===== src/rtl/times_table_writer_pkg.sv =====
// Shared definitions for the times-table writer: default widths, table size
// and the FSM state encoding used by the writer's control path.
package times_table_writer_pkg;

    localparam int DEF_OP_W       = 3;
    localparam int DEF_ADDR_W     = 2 * DEF_OP_W;
    localparam int DEF_PROD_W     = 2 * DEF_OP_W;
    localparam int DEF_TABLE_SIZE = 1 << DEF_ADDR_W;

    typedef enum logic [1:0] {
        IDLE  = 2'd0,
        CALC  = 2'd1,
        WRITE = 2'd2,
        DONE  = 2'd3
    } state_t;

endpackage


===== src/rtl/times_table_writer_shift_add_mul.sv =====
// Iterative unsigned shift-add multiplier. A load captures the operands; the
// following OP_W cycles each examine one multiplier bit, LSB first. In the
// last of those cycles valid is high and product presents the finished result.
module shift_add_mul
    import times_table_writer_pkg::*;
#(
    parameter int OP_W   = DEF_OP_W,
    parameter int PROD_W = 2 * OP_W
) (
    input  logic              clk,
    input  logic              rst,
    input  logic              load,
    input  logic [OP_W-1:0]   a,
    input  logic [OP_W-1:0]   b,
    output logic [PROD_W-1:0] product,
    output logic              valid
);

    localparam int CNT_W = (OP_W > 1) ? $clog2(OP_W) : 1;

    logic [PROD_W-1:0] mcand;
    logic [PROD_W-1:0] acc;
    logic [PROD_W-1:0] partial;
    logic [OP_W-1:0]   mplier;
    logic [CNT_W-1:0]  step;
    logic              run;

    // The multiplicand already sits at the current bit's weight, so the
    // running sum plus this cycle's partial product is the result so far.
    assign partial = mplier[0] ? mcand : '0;
    assign product = acc + partial;
    assign valid   = run && (step == CNT_W'(OP_W - 1));

    // Operand capture on load, then one shift-add step per cycle while running.
    always_ff @(posedge clk) begin
        // NOTE: state registers use non-blocking assignments so every flop
        // samples the pre-edge values regardless of statement order.
        if (rst) begin
            mcand  <= '0;
            acc    <= '0;
            mplier <= '0;
            step   <= '0;
            run    <= 1'b0;
        end else if (load) begin
            mcand  <= PROD_W'(a);
            acc    <= '0;
            mplier <= b;
            step   <= '0;
            run    <= 1'b1;
        end else if (run) begin
            acc    <= product;
            mcand  <= mcand << 1;
            mplier <= mplier >> 1;
            step   <= step + CNT_W'(1);
            if (valid) begin
                run <= 1'b0;
            end
        end
    end

endmodule


===== src/rtl/times_table_writer.sv =====
// Times-table writer: on start, walks every (a,b) operand pair, multiplies
// them with shift_add_mul and writes a*b to address {a,b} of the table RAM
// over a valid/ready write port, then pulses done.
// Optional build macro CHECKSUM_EN adds a running sum of accepted write data
// on the checksum output.
module times_table_writer
    import times_table_writer_pkg::*;
#(
    parameter int OP_W   = DEF_OP_W,
    parameter int ADDR_W = 2 * OP_W,
    parameter int PROD_W = 2 * OP_W
) (
    input  logic              clk,
    input  logic              rst,
    input  logic              start,
    input  logic              wr_ready,
    output logic              wr_en,
    output logic [ADDR_W-1:0] wr_addr,
    output logic [PROD_W-1:0] wr_data,
    output logic              busy,
    output logic              done
`ifdef CHECKSUM_EN
    ,
    output logic [PROD_W+ADDR_W-1:0] checksum
`endif
);

    localparam logic [ADDR_W-1:0] LAST_INDEX = {ADDR_W{1'b1}};

    state_t            state;
    state_t            state_next;
    logic [ADDR_W-1:0] index;
    logic [ADDR_W-1:0] load_index;
    logic              load;
    logic              mul_valid;
    logic [PROD_W-1:0] product;

    // The multiplier is loaded with the entry that is about to be computed,
    // which is why it sees load_index rather than the registered index.
    shift_add_mul #(
        .OP_W   (OP_W),
        .PROD_W (PROD_W)
    ) u_mul (
        .clk     (clk),
        .rst     (rst),
        .load    (load),
        .a       (load_index[ADDR_W-1:OP_W]),
        .b       (load_index[OP_W-1:0]),
        .product (product),
        .valid   (mul_valid)
    );

    // Next-state, multiplier load and Moore outputs of the fill sequence.
    always_comb begin
        // NOTE: every output of this block gets a default first, so no path
        // leaves one unassigned and no latch is inferred.
        state_next = state;
        load       = 1'b0;
        load_index = index;
        wr_en      = 1'b0;
        busy       = 1'b0;
        done       = 1'b0;
        case (state)
            IDLE: begin
                if (start) begin
                    state_next = CALC;
                    load       = 1'b1;
                    load_index = '0;
                end
            end
            CALC: begin
                busy = 1'b1;
                if (mul_valid) begin
                    state_next = WRITE;
                end
            end
            WRITE: begin
                busy  = 1'b1;
                wr_en = 1'b1;
                if (wr_ready) begin
                    if (index == LAST_INDEX) begin
                        state_next = DONE;
                    end else begin
                        state_next = CALC;
                        load       = 1'b1;
                        load_index = index + ADDR_W'(1);
                    end
                end
            end
            DONE: begin
                done       = 1'b1;
                state_next = IDLE;
            end
            default: state_next = IDLE;
        endcase
    end

    // State register.
    always_ff @(posedge clk) begin
        if (rst) begin
            state <= IDLE;
        end else begin
            state <= state_next;
        end
    end

    // Entry index and the write payload, which stays frozen through stalls.
    always_ff @(posedge clk) begin
        if (rst) begin
            index   <= '0;
            wr_addr <= '0;
            wr_data <= '0;
        end else begin
            if (load) begin
                index <= load_index;
            end
            if (state == CALC && mul_valid) begin
                wr_addr <= index;
                wr_data <= product;
            end
        end
    end

`ifdef CHECKSUM_EN
    // Running sum of accepted write data; restarts with each accepted start.
    always_ff @(posedge clk) begin
        if (rst) begin
            checksum <= '0;
        end else if (state == IDLE && start) begin
            checksum <= '0;
        end else if (wr_en && wr_ready) begin
            checksum <= checksum + (PROD_W + ADDR_W)'(wr_data);
        end
    end
`else
    // Without the checksum the write stream is not observed here.
`endif

endmodule


===== config.mk =====
export PLATFORM = sky130hd
export DESIGN_NAME = times_table_writer
export DESIGN_NICKNAME = d
export VERILOG_FILES = /design/src/rtl/times_table_writer_pkg.sv /design/src/rtl/times_table_writer_shift_add_mul.sv /design/src/rtl/times_table_writer.sv
export SDC_FILE = /design/constraint.sdc
export NUM_CORES = 1
export LEC_CHECK = 0
export ABC_AREA = 1
export BUFFER_PORTS_ARGS = -buffer_cell sky130_fd_sc_hd__buf_2
export CAP_MARGIN = 25
export CORE_UTILIZATION = 51
export CTS_BUF_LIST = sky130_fd_sc_hd__clkbuf_2 sky130_fd_sc_hd__clkbuf_4 sky130_fd_sc_hd__clkbuf_8
export DETAILED_ROUTE_END_ITERATION = 12
export PLACE_DENSITY_LB_ADDON = 0.05
export SKIP_LAST_GASP = 1
export SYNTH_ARGS = -nofsm -noshare
export SYNTH_HDL_FRONTEND = slang
export SYNTH_SLANG_ARGS = --single-unit

===== constraint.sdc =====
create_clock -name clk -period 2.4 [get_ports clk]
set_clock_uncertainty 0.05 [all_clocks]
set_input_delay 0.36 -clock clk [delete_from_list [all_inputs] [get_ports clk]]
set_output_delay 0.36 -clock clk [all_outputs]
set_load 0.02 [all_outputs]

==> results.json <==
{
  "status": "finished, final reports clean",
  "cp_cell_sequence": "nand2_1 > inv_1 > ha_1 > inv_1 > fa_1 > o21ai_0 > xor2_1 > nand2_1 > a21oi_2",
  "cp_slowest_cell": "dfxtp_1",
  "dp_hpwl_mm": 3.30,
  "slew_viol_final": 0,
  "period_needed_ns": 1.95,
  "drive_gt1_share_pct": 17.2,
  "diodes": 0,
  "grt_start_max_net_pins": 20,
  "syn-num-nets": 296,
  "fin_setup_tns_ns": 0,
  "rsz0062_at_grt": "false",
  "initial_utilization_pct": 54.4,
  "netlist_top_cells_area": "dfxtp_1, nand2_1, ha_1, inv_1, o21ai_0",
  "coreArea_sq_mm": 0.00374,
  "startpoint": "u_mul.mplier[0]$_SDFFE_PP0P_",
  "postCtsSetupBuffers": 0,
  "numCtsBuffers": 5,
  "synthMuxAreaShare_pct": 0,
  "synthXorXnorAreaFrac_pct": 1.29,
  "finalSetupViolCount": 0,
  "regToRegSetupSlack_ns": 0.45,
  "r2r_cells": 9,
  "fmax_ghz": 0.513,
  "grt_overflow_total": 0,
  "grt_pass1_wl_mm": 7.53,
  "synth_compound_area_share_pct": 15.5,
  "synth_simple_gate_area_share_pct": 28.6,
  "cts_tree": "built",
  "gp_congestion": 0.949,
  "postLayoutCoreUtil_pct": 61.7,
  "dieArea_sq_mm": 0.00425,
  "wl_per_cell_um": 12.7,
  "final.period_utilization_pct": 81.2,
  "yosysTopAreaCell": "dfxtp_1",
  "critical_path.max_stage_delay_ns": 0.44,
  "cp-end-kind": "register",
  "hp-class": "in -> reg",
  "vdd_drop_max_v": 0.000572,
  "syn_to_final_growth_pct": 13.3,
  "setup.worst_path.end": "u_mul.acc[4]$_SDFFE_PP0P_",
  "io_pins": 19,
  "cts_sinks": 38,
  "htreeDepth": 2,
  "fp.dieW_um": 65.2,
  "routed_wl_mm": 4.46,
  "synthAdderAreaFrac_pct": 7.74,
  "worst_ep_arrival_time_ns": 2.14,
  "clk_latency_ns": 0.30,
  "groute.usage.overall_pct": 23.5,
  "ys.warnings.count": 0,
  "vias": 1775,
  "synthCells": 280,
  "tightest_slew_ns": 0.440,
  "final_cell_mix": "nand2_1, dfxtp_1, inv_1",
  "crit_type": "reg -> reg",
  "power_density_mw_per_mm2": 842,
  "cts_hold_buf": 0,
  "drtAntennaViolNets": 0,
  "yosysTopAreaCellShare_pct": 37.3,
  "dieHeight_um": 65.2,
  "antenna_found_initial": 0,
  "yosys.cell_types.count": 36,
  "clkTransAtPathRegs_ns": 0.08,
  "drc": 0,
  "required_ns": 2.59,
  "cts_buffer_depth": 2,
  "final_common_cell": "nand2_1",
  "cts_resized": 0,
  "yosysSeqAreaShare_pct": 37.3,
  "cts_root_buf": "clkbuf_8",
  "netlist_area_sq_mm": 0.00204,
  "ys_ff_latch": 38,
  "drt_iter0_drc": 94,
  "grt_pass1_vias": 1622,
  "cp-start-kind": "register",
  "hold_viol_final": 0,
  "synth_top_family_by_area": "simple AND/OR/NAND/NOR gates",
  "fp-row-count": 22,
  "nNetsFinal": 317,
  "slew_headroom_pct": 70.5,
  "first_pass_iters": 4,
  "max-cap-violations": 0,
  "avgSynthCellArea_sq_um": 7.27,
  "via_per_inst": 5.07,
  "leakage_nw": 1.10,
  "worst_r2r_startpoint": "u_mul.mplier[0]$_SDFFE_PP0P_",
  "r2r-end": "u_mul.acc[4]$_SDFFE_PP0P_",
  "portBuffers": 18,
  "path_max_fanout": 7
}
## kinds of logic after synthesis
family	Yosys count
buffers and inverters	47
XOR/XNOR	3
AO/OA/AOI/OAI	53
adder cells (fa/ha/maj)	12
flip-flops	38
AND/OR/NAND/NOR	127
## metal layers
layer / share of wire, % / routed length [um] / vias to the layer above / track usage (%)
li1: - / - / 950 / -
met1: 50 / 2230 / 787 / 30.9
met2: 45 / 1990 / 28 / 36.3
met3: 3.0 / 135 / 10 / 5.56
met4: 2.2 / 97 / 0 / 10.3
met5: 0 / 0 / - / 0
## power breakdown
group | internal (mW) | total [mW] | switching [mW] | leakage (nW)
Combinational | 0.176 | 0.545 | 0.369 | 0.726
Sequential | 0.679 | 0.731 | 0.0521 | 0.307
Clock | 0.417 | 0.668 | 0.251 | 0.0683
## through the flow
stage	total power, mW	instance area (sq um)	std cells	hold slack [ns]	setup slack (ns)
global placement	1.29	2170	342	0.405	0.518
global route	2.06	2310	350	0.324	0.310
finish	1.94	2310	350	0.317	0.451
floorplan	1.16	2040	280	0.397	0.624
CTS	1.95	2310	350	0.309	0.444
detailed placement	1.29	2170	342	0.408	0.449
## synth_stat cells
cell type and instances:
nand2_4 2, inv_2 1, nand3_1 18, inv_1 35, nor2_4 1, fa_1 1
dfxtp_1 38, nand3_2 1, nand4_1 7, nor3b_1 1, a21boi_0 1, o22ai_1 1
a21oi_1 17, nand3b_1 1, nand3_4 1, o211ai_1 1, o21bai_1 2, nand2_2 3
buf_6 1, a21oi_2 9, xor2_1 2, xnor2_1 1, nor2_1 11, clkbuf_2 1
clkinv_1 2, or2_2 1, buf_2 3, buf_4 1, ha_1 11, o21a_1 1
nand2_1 78, inv_4 1, a21o_1 1, nor2_2 2, clkbuf_1 2, o21ai_0 20
## critical path: cells and delay by family (launching register included)
family,cells,cell delay [ns]
AO/OA/AOI/OAI,2,0.35
XOR/XNOR,1,0.22
adder cells (fa/ha/maj),2,0.56
buffers and inverters,2,0.11
flip-flops,1,0.44
AND/OR/NAND/NOR,2,0.17
## worst min-delay path by stage
stage,slack [ns],from,depth (start not counted),endpoint
after global placement,0.41,wr_addr[4]$_SDFFE_PP0P_,2,wr_addr[4]$_SDFFE_PP0P_
after CTS,0.31,rst,2,wr_addr[1]$_SDFFE_PP0P_
after detailed placement,0.41,wr_addr[1]$_SDFFE_PP0P_,2,wr_addr[1]$_SDFFE_PP0P_
final,0.32,rst,2,wr_addr[1]$_SDFFE_PP0P_
after floorplan,0.40,u_mul.mplier[2]$_SDFFE_PP0P_,2,u_mul.mplier[2]$_SDFFE_PP0P_
after global routing,0.32,rst,2,wr_addr[1]$_SDFFE_PP0P_
## sequential cells by signal (all words and copies together) (netlist names)
name / count
state: 2
wr_addr: 6
u_mul.mcand: 6
u_mul.mplier: 3
index: 6
u_mul.step: 2
u_mul.acc: 6
u_mul.run: 1
wr_data: 6
## cell type report
| cell class | count | area (sq um) |
|---|---|---|
| clock inverter | 3 | 68.8 |
| tap | 48 | 60.1 |
| multi-input combinational | 195 | 1080 |
| clock buffer | 5 | 68.8 |
| fill | 377 | 1440 |
| sequential | 38 | 761 |
| timing repair buffer | 22 | 120 |
| inverter | 39 | 149 |
No activity file was read; power rests on OpenSTA's default activity.
